==> src/rtl/regfile_uart_dump.sv <==
// -----------------------------------------------------------------------------
// regfile_uart_dump
//
// Purpose: on a start request, walks the CPU register file through a spare
// combinational read port and streams its contents over an 8N1 UART TX line.
// The stream is a 0xA5 header byte, then each register 0..NREGS-1 as four
// bytes, least-significant byte first.
//
// Optional feature macro: DUMP_CHECKSUM_EN
//   When defined, one extra byte follows the register bytes. It is the XOR of
//   every register data byte; the header byte is not included.
//   When undefined, the stream ends after the last register byte.
//
// Parameters:
//   CLKS_PER_BIT : clock cycles per UART bit (>= 2)
//   NREGS        : number of registers dumped, addresses 0..NREGS-1 (1..32)
//
// Ports:
//   clk     : system clock; all state changes on the rising edge
//   rst     : asynchronous active-low reset
//   start   : dump request; only looked at while no dump is running
//   rf_addr : register-file read address (registered)
//   rf_data : register-file read data, combinational from rf_addr
//   tx      : UART serial output, idle high
//   busy    : high while a dump is in progress
//   done    : one-cycle pulse in the cycle after the final stop bit
// -----------------------------------------------------------------------------
module regfile_uart_dump #(
  parameter int CLKS_PER_BIT = 868,
  parameter int NREGS        = 32
) (
  input  logic        clk,
  input  logic        rst,
  input  logic        start,
  output logic [4:0]  rf_addr,
  input  logic [31:0] rf_data,
  output logic        tx,
  output logic        busy,
  output logic        done
);

  localparam int              CW       = $clog2(CLKS_PER_BIT);
  localparam logic [CW-1:0]   LAST_CLK = CW'(CLKS_PER_BIT - 1);
  localparam logic [5:0]      LAST_REG = 6'(NREGS - 1);
  localparam logic [7:0]      HDR_BYTE = 8'hA5;

  typedef enum logic [2:0] {
    S_IDLE  = 3'd0,
    S_HDR   = 3'd1,
    S_FETCH = 3'd2,
    S_LATCH = 3'd3,
    S_SEND  = 3'd4,
`ifdef DUMP_CHECKSUM_EN
    S_CKSUM = 3'd5,
`endif
    S_FIN   = 3'd6
  } state_t;

  state_t          state_r;
  logic [CW-1:0]   clk_cnt_r;   // cycles elapsed within the current bit
  logic [3:0]      bit_cnt_r;   // 0 = start bit, 1..8 = data, 9 = stop bit
  logic [1:0]      byte_idx_r;  // byte of the current register being sent
  logic [5:0]      index_r;     // 6 bits so NREGS = 32 ends without wrapping
  logic [8:0]      shift_r;     // {stop bit, data bits not yet sent}
  logic [31:0]     hold_r;      // register value captured in LATCH
`ifdef DUMP_CHECKSUM_EN
  logic [7:0]      cksum_r;

  // XOR of the four bytes of a register word
  function automatic logic [7:0] xor_bytes(input logic [31:0] w);
    return w[7:0] ^ w[15:8] ^ w[23:16] ^ w[31:24];
  endfunction
`endif

  logic bit_end_s;
  logic byte_end_s;

  // End of the current bit period, and end of the stop bit of the byte
  assign bit_end_s  = (clk_cnt_r == LAST_CLK);
  assign byte_end_s = bit_end_s && (bit_cnt_r == 4'd9);

  // Dump sequencer: state, bit timing, serializer and all registered outputs
  always_ff @(posedge clk or negedge rst) begin
    if (!rst) begin
      state_r    <= S_IDLE;
      clk_cnt_r  <= {CW{1'b0}};
      bit_cnt_r  <= 4'd0;
      byte_idx_r <= 2'd0;
      index_r    <= 6'd0;
      shift_r    <= 9'd0;
      hold_r     <= 32'd0;
`ifdef DUMP_CHECKSUM_EN
      cksum_r    <= 8'd0;
`endif
      rf_addr    <= 5'd0;
      tx         <= 1'b1;
      busy       <= 1'b0;
      done       <= 1'b0;
    end else begin
      done <= 1'b0;
      case (state_r)
        // FIN behaves like IDLE for start, so a held start restarts on the
        // edge right after the done pulse.
        S_IDLE, S_FIN: begin
          if (start) begin
            state_r   <= S_HDR;
            busy      <= 1'b1;
            tx        <= 1'b0;
            shift_r   <= {1'b1, HDR_BYTE};
            clk_cnt_r <= {CW{1'b0}};
            bit_cnt_r <= 4'd0;
            index_r   <= 6'd0;
`ifdef DUMP_CHECKSUM_EN
            cksum_r   <= 8'd0;
`endif
          end else begin
            state_r <= S_IDLE;
            busy    <= 1'b0;
            tx      <= 1'b1;
          end
        end

        // rf_addr was loaded on entry; rf_data settles during this cycle
        S_FETCH: begin
          state_r <= S_LATCH;
        end

        // Capture the register and start its first byte on the next edge
        S_LATCH: begin
          state_r    <= S_SEND;
          hold_r     <= rf_data;
          shift_r    <= {1'b1, rf_data[7:0]};
          tx         <= 1'b0;
          clk_cnt_r  <= {CW{1'b0}};
          bit_cnt_r  <= 4'd0;
          byte_idx_r <= 2'd0;
`ifdef DUMP_CHECKSUM_EN
          cksum_r    <= cksum_r ^ xor_bytes(rf_data);
`endif
        end

        S_HDR,
`ifdef DUMP_CHECKSUM_EN
        S_CKSUM,
`endif
        S_SEND: begin
          if (!bit_end_s) begin
            clk_cnt_r <= clk_cnt_r + CW'(1);
          end else if (!byte_end_s) begin
            // next bit: data LSB first, then the stop bit shifted in as 1
            clk_cnt_r <= {CW{1'b0}};
            tx        <= shift_r[0];
            shift_r   <= {1'b1, shift_r[8:1]};
            bit_cnt_r <= bit_cnt_r + 4'd1;
          end else begin
            clk_cnt_r <= {CW{1'b0}};
            bit_cnt_r <= 4'd0;
            case (state_r)
              S_HDR: begin
                state_r <= S_FETCH;
                rf_addr <= index_r[4:0];
                tx      <= 1'b1;
              end
              S_SEND: begin
                if (byte_idx_r != 2'd3) begin
                  // back-to-back: next start bit begins immediately
                  byte_idx_r <= byte_idx_r + 2'd1;
                  shift_r    <= {1'b1, hold_r[{byte_idx_r + 2'd1, 3'b000} +: 8]};
                  tx         <= 1'b0;
                end else if (index_r != LAST_REG) begin
                  index_r <= index_r + 6'd1;
                  rf_addr <= index_r[4:0] + 5'd1;
                  state_r <= S_FETCH;
                  tx      <= 1'b1;
                end else begin
`ifdef DUMP_CHECKSUM_EN
                  state_r <= S_CKSUM;
                  shift_r <= {1'b1, cksum_r};
                  tx      <= 1'b0;
`else
                  state_r <= S_FIN;
                  done    <= 1'b1;
                  busy    <= 1'b0;
                  tx      <= 1'b1;
`endif
                end
              end
`ifdef DUMP_CHECKSUM_EN
              S_CKSUM: begin
                state_r <= S_FIN;
                done    <= 1'b1;
                busy    <= 1'b0;
                tx      <= 1'b1;
              end
`endif
              default: begin
                state_r <= S_IDLE;
                busy    <= 1'b0;
                tx      <= 1'b1;
              end
            endcase
          end
        end

        default: begin
          state_r <= S_IDLE;
          busy    <= 1'b0;
          tx      <= 1'b1;
        end
      endcase
    end
  end

endmodule

==> config.mk <==
export PLATFORM = sky130hd
export DESIGN_NAME = regfile_uart_dump
export DESIGN_NICKNAME = d
export VERILOG_FILES = /design/src/rtl/regfile_uart_dump.sv
export SDC_FILE = /design/constraint.sdc
export NUM_CORES = 1
export LEC_CHECK = 0
export CORE_UTILIZATION = 29
export DETAILED_ROUTE_END_ITERATION = 10
export PLACE_DENSITY = 0.53
export SLEW_MARGIN = 20
export SYNTH_ARGS = -nofsm -noshare
export SYNTH_HDL_FRONTEND = slang
export SYNTH_SLANG_ARGS = --single-unit
==> constraint.sdc <==
create_clock -name clk -period 4.12 [get_ports clk]
set_input_delay 0.618 -clock clk [delete_from_list [all_inputs] [get_ports clk]]
set_output_delay 0.618 -clock clk [all_outputs]
set_load 0.05 [all_outputs]
==> results.md, run 1 <==
- Max FO, Critical Path: 10
- Clock buffer count from CTS: 9
- Routed vias: 2,827
- Max transition margin: 0.368
- Final Hold Viols: 0
- Tcrit/Tclk final: 0.668
- Placed cell areas: about 4300 sq um
- WP data required: 4.33 ns
- Setup TNS Final: 0 ns
- Setup Crit Path Kind: reg -> reg
- Worst slew pin tran: 0.947 ns
- Internal reg-to-reg setup slack: 1.37 ns
- Syn_nets: 421
- Routed WL: roughly 8 mm
- Total chip power: 1.50 mW
- Share of layout cells above drive strength 1: 0.107
- Post-synthesis cell type count: 49
- Skew-Pair Late Insertion Delay: 0.32 ns
- Die height: 115 microns
- Number of port buffers: 42
- Status: complete, no violations
- Iter 0 DRT Violations: 88
- Core area: between 10,000 and 15,000 sq um
- Post-Synthesis Cells: 381
- IO Pins: 43
- Largest cells by area after synthesis: dfrtp_1, nand2_1, mux4_2
- Worst Skew: around 0.0061 ns
- Worst Setup End Kind: register
- Leak: 1.90 nW
- Post-CTS Hold Fix Bufs: 0
- HP Class: in -> async
- CTS root buf: clkbuf_16
- Top-count cell post-synth: nand2_1
- ANT nets after route: 0
- Minimum clock period: 2.75 ns
- CTS max path bufs: 2
- Average size of a mapped cell: 9.69 sq um
- Seq/Total Area, Yosys: 0.502
- Synth cell count leaders: nand2_1, dfrtp_1, nor2_1
- Max VDD drop: roughly 0.00015 V
- Number of global-route vias before repair: around 2.8k
- Synth warn: 0
- RSZ-0062 raised after global routing: false
- Post-synth EDFFs: 0
- Synth top area share: 0.495
- Design Area, Final: about 4500 sq um
- Synthesized area: 3690 sq um
- Via density: 4.79
- Register area: 1850 sq um
- Grt total ovfl: 0
- Final setup violation count: 0
- Startpoint Class: register
- Row count: 40
- Largest net degree at the start of global routing: 75
- Max-capacitance violation count: 0
- Final hold slack: between 0.4 and 0.5 ns
- Synth Flop Type: dfrtp_1
- Number of synthesized register bits: 74
- Area of the multi-input gates: between 1500 and 2000 sq um
- Die area: 13,200 sq um
- Post-DP HPWL: around 5.5 mm
- Drt first pass iters: 4
- # diodes: 0
- FFs w/ async S/R, synth: 1.00
- Initial antenna violation count: 0
- FMAX: 364 MHz
- WP data arrival: 2.96 ns
- Die width: about 110 microns
- Final nets: 457
- Fillers: about 1.3k
- Post-CTS Setup Bufs: 0
- Leading area contributor after synthesis: dfrtp_1
- Synth-to-Final Area Change: 23.0%
- Cts repair resizes: 0
- Depth of the CTS H-tree: 3
- Fin util: 0.372
- CTS tree: built
- Initial Util: 0.302
- Gr usage total: 0.133
- First-pass GRT wire length: roughly 14 mm
- Pwr Density: 329 nW/um^2
- Pins Over Slew Limit: 0
- CTS sink count: 74
- RePlAce Congestion: between 0.7 and 0.8
- CTS clk-pin slew, worst paths: 0.06 ns
- DRC: 0
- Routed wire per std cell: approximately 14 microns
## cells in the final DEF, fill, tap and decap left out, types with 5 or more instances in the layout
cell,netlist,layout
a21o_1,5,5
a21oi_1,12,12
a31oi_1,9,9
and2_1,7,7
and3_1,5,5
buf_4,0,5
clkbuf_16,0,9
clkdlybuf4s50_1,0,41
dfrtp_1,73,73
ha_1,5,5
inv_1,8,8
mux2_2,6,6
mux4_2,8,8
nand2_1,103,103
nand2b_1,6,6
nand3_1,11,11
nor2_1,27,26
o21ai_0,10,10
o2bb2ai_1,6,6
xor2_1,11,11
## flip-flops by register name, indices dropped and copies added, names as in the netlist
name / cells
hold_r: 32
clk_cnt_r: 10
shift_r: 9
index_r: 6
rf_addr: 5
bit_cnt_r: 4
state_r: 3
byte_idx_r: 2
busy: 1
done: 1
tx: 1
## final timing paths
| path | start | to | depth (start not counted) |
|---|---|---|---|
| min in group clk | hold_r[21]$_DFFE_PN0N_ | hold_r[21]$_DFFE_PN0N_ | 2 |
| setup reg to reg | clk_cnt_r[0]$_DFFE_PN0P_ | rf_addr[0]$_DFFE_PN0P_ | 6 |
| setup / recovery | clk_cnt_r[0]$_DFFE_PN0P_ | rf_addr[0]$_DFFE_PN0P_ | 6 |
| hold / removal | rst | hold_r[30]$_DFFE_PN0N_ | 1 |
| hold reg to reg | hold_r[21]$_DFFE_PN0N_ | hold_r[21]$_DFFE_PN0N_ | 2 |
| max in group asynchronous | rst | index_r[4]$_DFFE_PN0P_ | 1 |
## kinds of logic after synthesis
| logic type | count (synthesis) | share of synthesized area |
|---|---|---|
| AO/OA/AOI/OAI | 63 | 0.123 |
| XOR/XNOR | 13 | 0.0308 |
| adder cells (fa/ha/maj) | 5 | 0.0169 |
| buffers and inverters | 29 | 0.0319 |
| flip-flops | 74 | 0.502 |
| multiplexers | 18 | 0.0779 |
| AND/OR/NAND/NOR | 179 | 0.217 |
## critical path, stage by stage, from the launching register on
cell,delay (ns)
dfrtp_1,0.37
ha_1,0.24
or3b_1,0.38
or4_4,0.58
nor2_2,0.37
and2_1,0.32
mux2_2,0.36
## metrics by stage
step / cells / setup slack [ns]
2_1_floorplan: 381 / 1.60
3_3_place_gp: 574 / 1.40
3_5_place_dp: 574 / 1.36
4_1_cts: 590 / 1.36
5_1_grt: 590 / 1.06
6_report: 590 / 1.37
## cell type report
class / count / area share
Sequential cell: 74 / 0.408
Clock buffer: 11 / 0.0534
Tap cell: 168 / 0.0463
Multi-Input combinational cell: 278 / 0.381
Timing Repair Buffer: 46 / 0.0986
Clock inverter: 5 / 0.00661
Inverter: 8 / 0.00661
## where the power goes
part           internal [mW]  total (mW)  leakage (nW)  switching (mW)
combinational         0.0302      0.0538         0.940          0.0237
sequential             0.728       0.728         0.830        0.000260
clock                  0.421       0.714         0.131           0.293
total                   1.18        1.50          1.90           0.317
## routing by layer
metal	part of all wire	routed length (microns)	track usage	up-vias
li1	-	-	-	1389
met1	0.50	4010	0.182	1365
met2	0.45	3620	0.210	66
met5	0	0	0	-
met4	0.0086	69	0.0494	0
met3	0.038	307	0.0237	7
No activity file was read; power rests on OpenSTA's default activity.
==> run 2: changes to the inputs <==
==> constraint.sdc (replaced) <==
create_clock -name clk -period 2.73 [get_ports clk]
set_input_delay 0.4095 -clock clk [delete_from_list [all_inputs] [get_ports clk]]
set_output_delay 0.4095 -clock clk [all_outputs]
set_load 0.05 [all_outputs]
==> results.md, run 2 (synthesized netlist as in run 1, its figures left out) <==
- Setup TNS Final: 0 ns
- CTS clk-pin slew, worst paths: 0.06 ns
- Die width: ~110 microns
- Number of global-route vias before repair: around 2.9k
- CTS max path bufs: 2
- Max VDD drop: between 0.0002 and 0.0003 V
- R2r startpoint: clk_cnt_r[0]$_DFFE_PN0P_
- Die area: approximately 13,000 sq um
- DRC: 0
- # diodes: 0
- Pwr Density: 514 nW/um^2
- Skew-Pair Late Insertion Delay: 0.33 ns
- Leak: 1.97 nW
- Max-capacitance violation count: 0
- First-pass GRT wire length: 14.2 mm
- Worst Setup End Kind: register
- Final Hold Viols: 0
- Critical Path Sink: index_r[1]$_DFFE_PN0P_
- Depth of the CTS H-tree: 3
- Most frequent cells in the layout: nand2_1, dfrtp_1, clkdlybuf4s50_1
- Max FFs per register: 32
- CP max-delay cell: or4_4
- RePlAce Congestion: 0.813
- Max FO, Critical Path: 6
- Iter 0 DRT Violations: 120
- Status: complete, no violations
- Cts repair resizes: 0
- WP data arrival: around 2.8 ns
- CTS root buf: clkbuf_16
- Internal reg-to-reg setup slack: about 0.19 ns
- WP data required: 2.98 ns
- Grt total ovfl: 0
- Gr usage total: 0.139
- Routed wire per std cell: ~14 microns
- CTS tree: built
- Minimum clock period: 2.54 ns
- Pins Over Slew Limit: 0
- Largest net degree at the start of global routing: 75
- Post-DP HPWL: 5.71 mm
- R2r endpoint: index_r[1]$_DFFE_PN0P_
- RSZ-0062 raised after global routing: false
- Startpoint Class: register
- Synth-to-Final Area Change: 26.0%
- Worst path cell trace: ha_1 > or3b_1 > or4_4 > a21o_4 > a2111oi_4 > mux2i_1
- Design Area, Final: 4650 sq um
- IO Pins: 43
- Commonest non-fill, non-tap cell in the layout: nand2_1
- Final nets: 467
- Via density: 4.77
- ANT nets after route: 0
- CP max stage delay: 0.50 ns
- Number of port buffers: 42
- Crit. Startpoint: clk_cnt_r[0]$_DFFE_PN0P_
- Setup Crit Path Kind: reg -> reg
- Share of layout cells above drive strength 1: 0.125
- Worst Skew: 0.00345 ns
- FMAX: 393 MHz
- Tcrit/Tclk final: 0.931
- Initial antenna violation count: 0
- Placed cell areas: ~4300 sq um
- Max transition margin: 0.364
- HP Class: in -> async
- Worst R2R Path Depth: 6
- Core area: about 12,000 sq um
- Worst slew pin tran: 0.954 ns
- Post-CTS Setup Bufs: 0
- Drt first pass iters: 4
- Clock buffer count from CTS: 9
- Post-CTS Hold Fix Bufs: 0
- Initial Util: 0.302
- Final setup violation count: 0
- Die height: 115 microns
- CTS sink count: 74
- Routed vias: 2,857
- Row count: 40
- Routed WL: 8.28 mm
- Largest registers: hold_r (32), clk_cnt_r (10), shift_r (9)
- Top reg by flops: hold_r
-- run 2: cell types whose count changed in the layout (fill, tap and decap cells not counted), sizes merged --
cell / delta
buf: +10
clkbuf: +2
clkinv: -2
clkinvlp: -2
bufinv: +1
-- run 2: stage by stage --
step           setup WS [ns]   util  hold slack (ns)  cells  power [mW]
2_1_floorplan          0.213      -            0.114    381        1.13
3_3_place_gp           0.233  0.356            0.454    584        1.20
3_5_place_dp           0.180  0.356            0.460    584        1.20
4_1_cts                0.165  0.381            0.269    599        2.43
5_1_grt               0.0444  0.381            0.305    599        2.49
6_report               0.188  0.381            0.215    599        2.39
-- run 2: cell type report --
| type | instances | area [sq um] |
|---|---|---|
| Clock buffer | 13 | 270 |
| Fill cell | 1277 | 7560 |
| Inverter | 8 | 30.0 |
| Tap cell | 168 | 210 |
| Timing Repair Buffer | 56 | 523 |
| Multi-Input combinational cell | 278 | 1730 |
| Sequential cell | 74 | 1850 |
| Clock inverter | 2 | 35.0 |
-- run 2: how the worst min path moves through the flow --
stage | start | endpoint | depth (start not counted)
after detailed placement | hold_r[28]$_DFFE_PN0N_ | hold_r[28]$_DFFE_PN0N_ | 2
final | rst | hold_r[28]$_DFFE_PN0N_ | 1
after floorplan | rst | bit_cnt_r[0]$_DFFE_PN0P_ | 0
after global placement | hold_r[19]$_DFFE_PN0N_ | hold_r[19]$_DFFE_PN0N_ | 2
after CTS | rst | hold_r[30]$_DFFE_PN0N_ | 1
after global routing | rst | hold_r[28]$_DFFE_PN0N_ | 1
-- run 2: layer usage --
metal | up-vias | GRT usage | share of wire
met5 | - | 0 | 0
met4 | 0 | 0.0649 | 0.024
met3 | 14 | 0.0290 | 0.034
li1 | 1414 | - | -
met1 | 1360 | 0.187 | 0.49
met2 | 69 | 0.215 | 0.45
-- run 2: critical path: cells and delay by family (launching register included) --
kind / cells / cell delay, ns
compound gates: 2 / 0.74
simple gates: 2 / 0.88
flops: 1 / 0.38
fa+ha+maj: 1 / 0.24
mux: 1 / 0.23
-- run 2: report_power, final --
| group | internal (mW) | switching (mW) | total [mW] |
|---|---|---|---|
| clock | 0.776 | 0.435 | 1.21 |
| combinational | 0.0455 | 0.0352 | 0.0806 |
| sequential | 1.10 | 0.000437 | 1.10 |
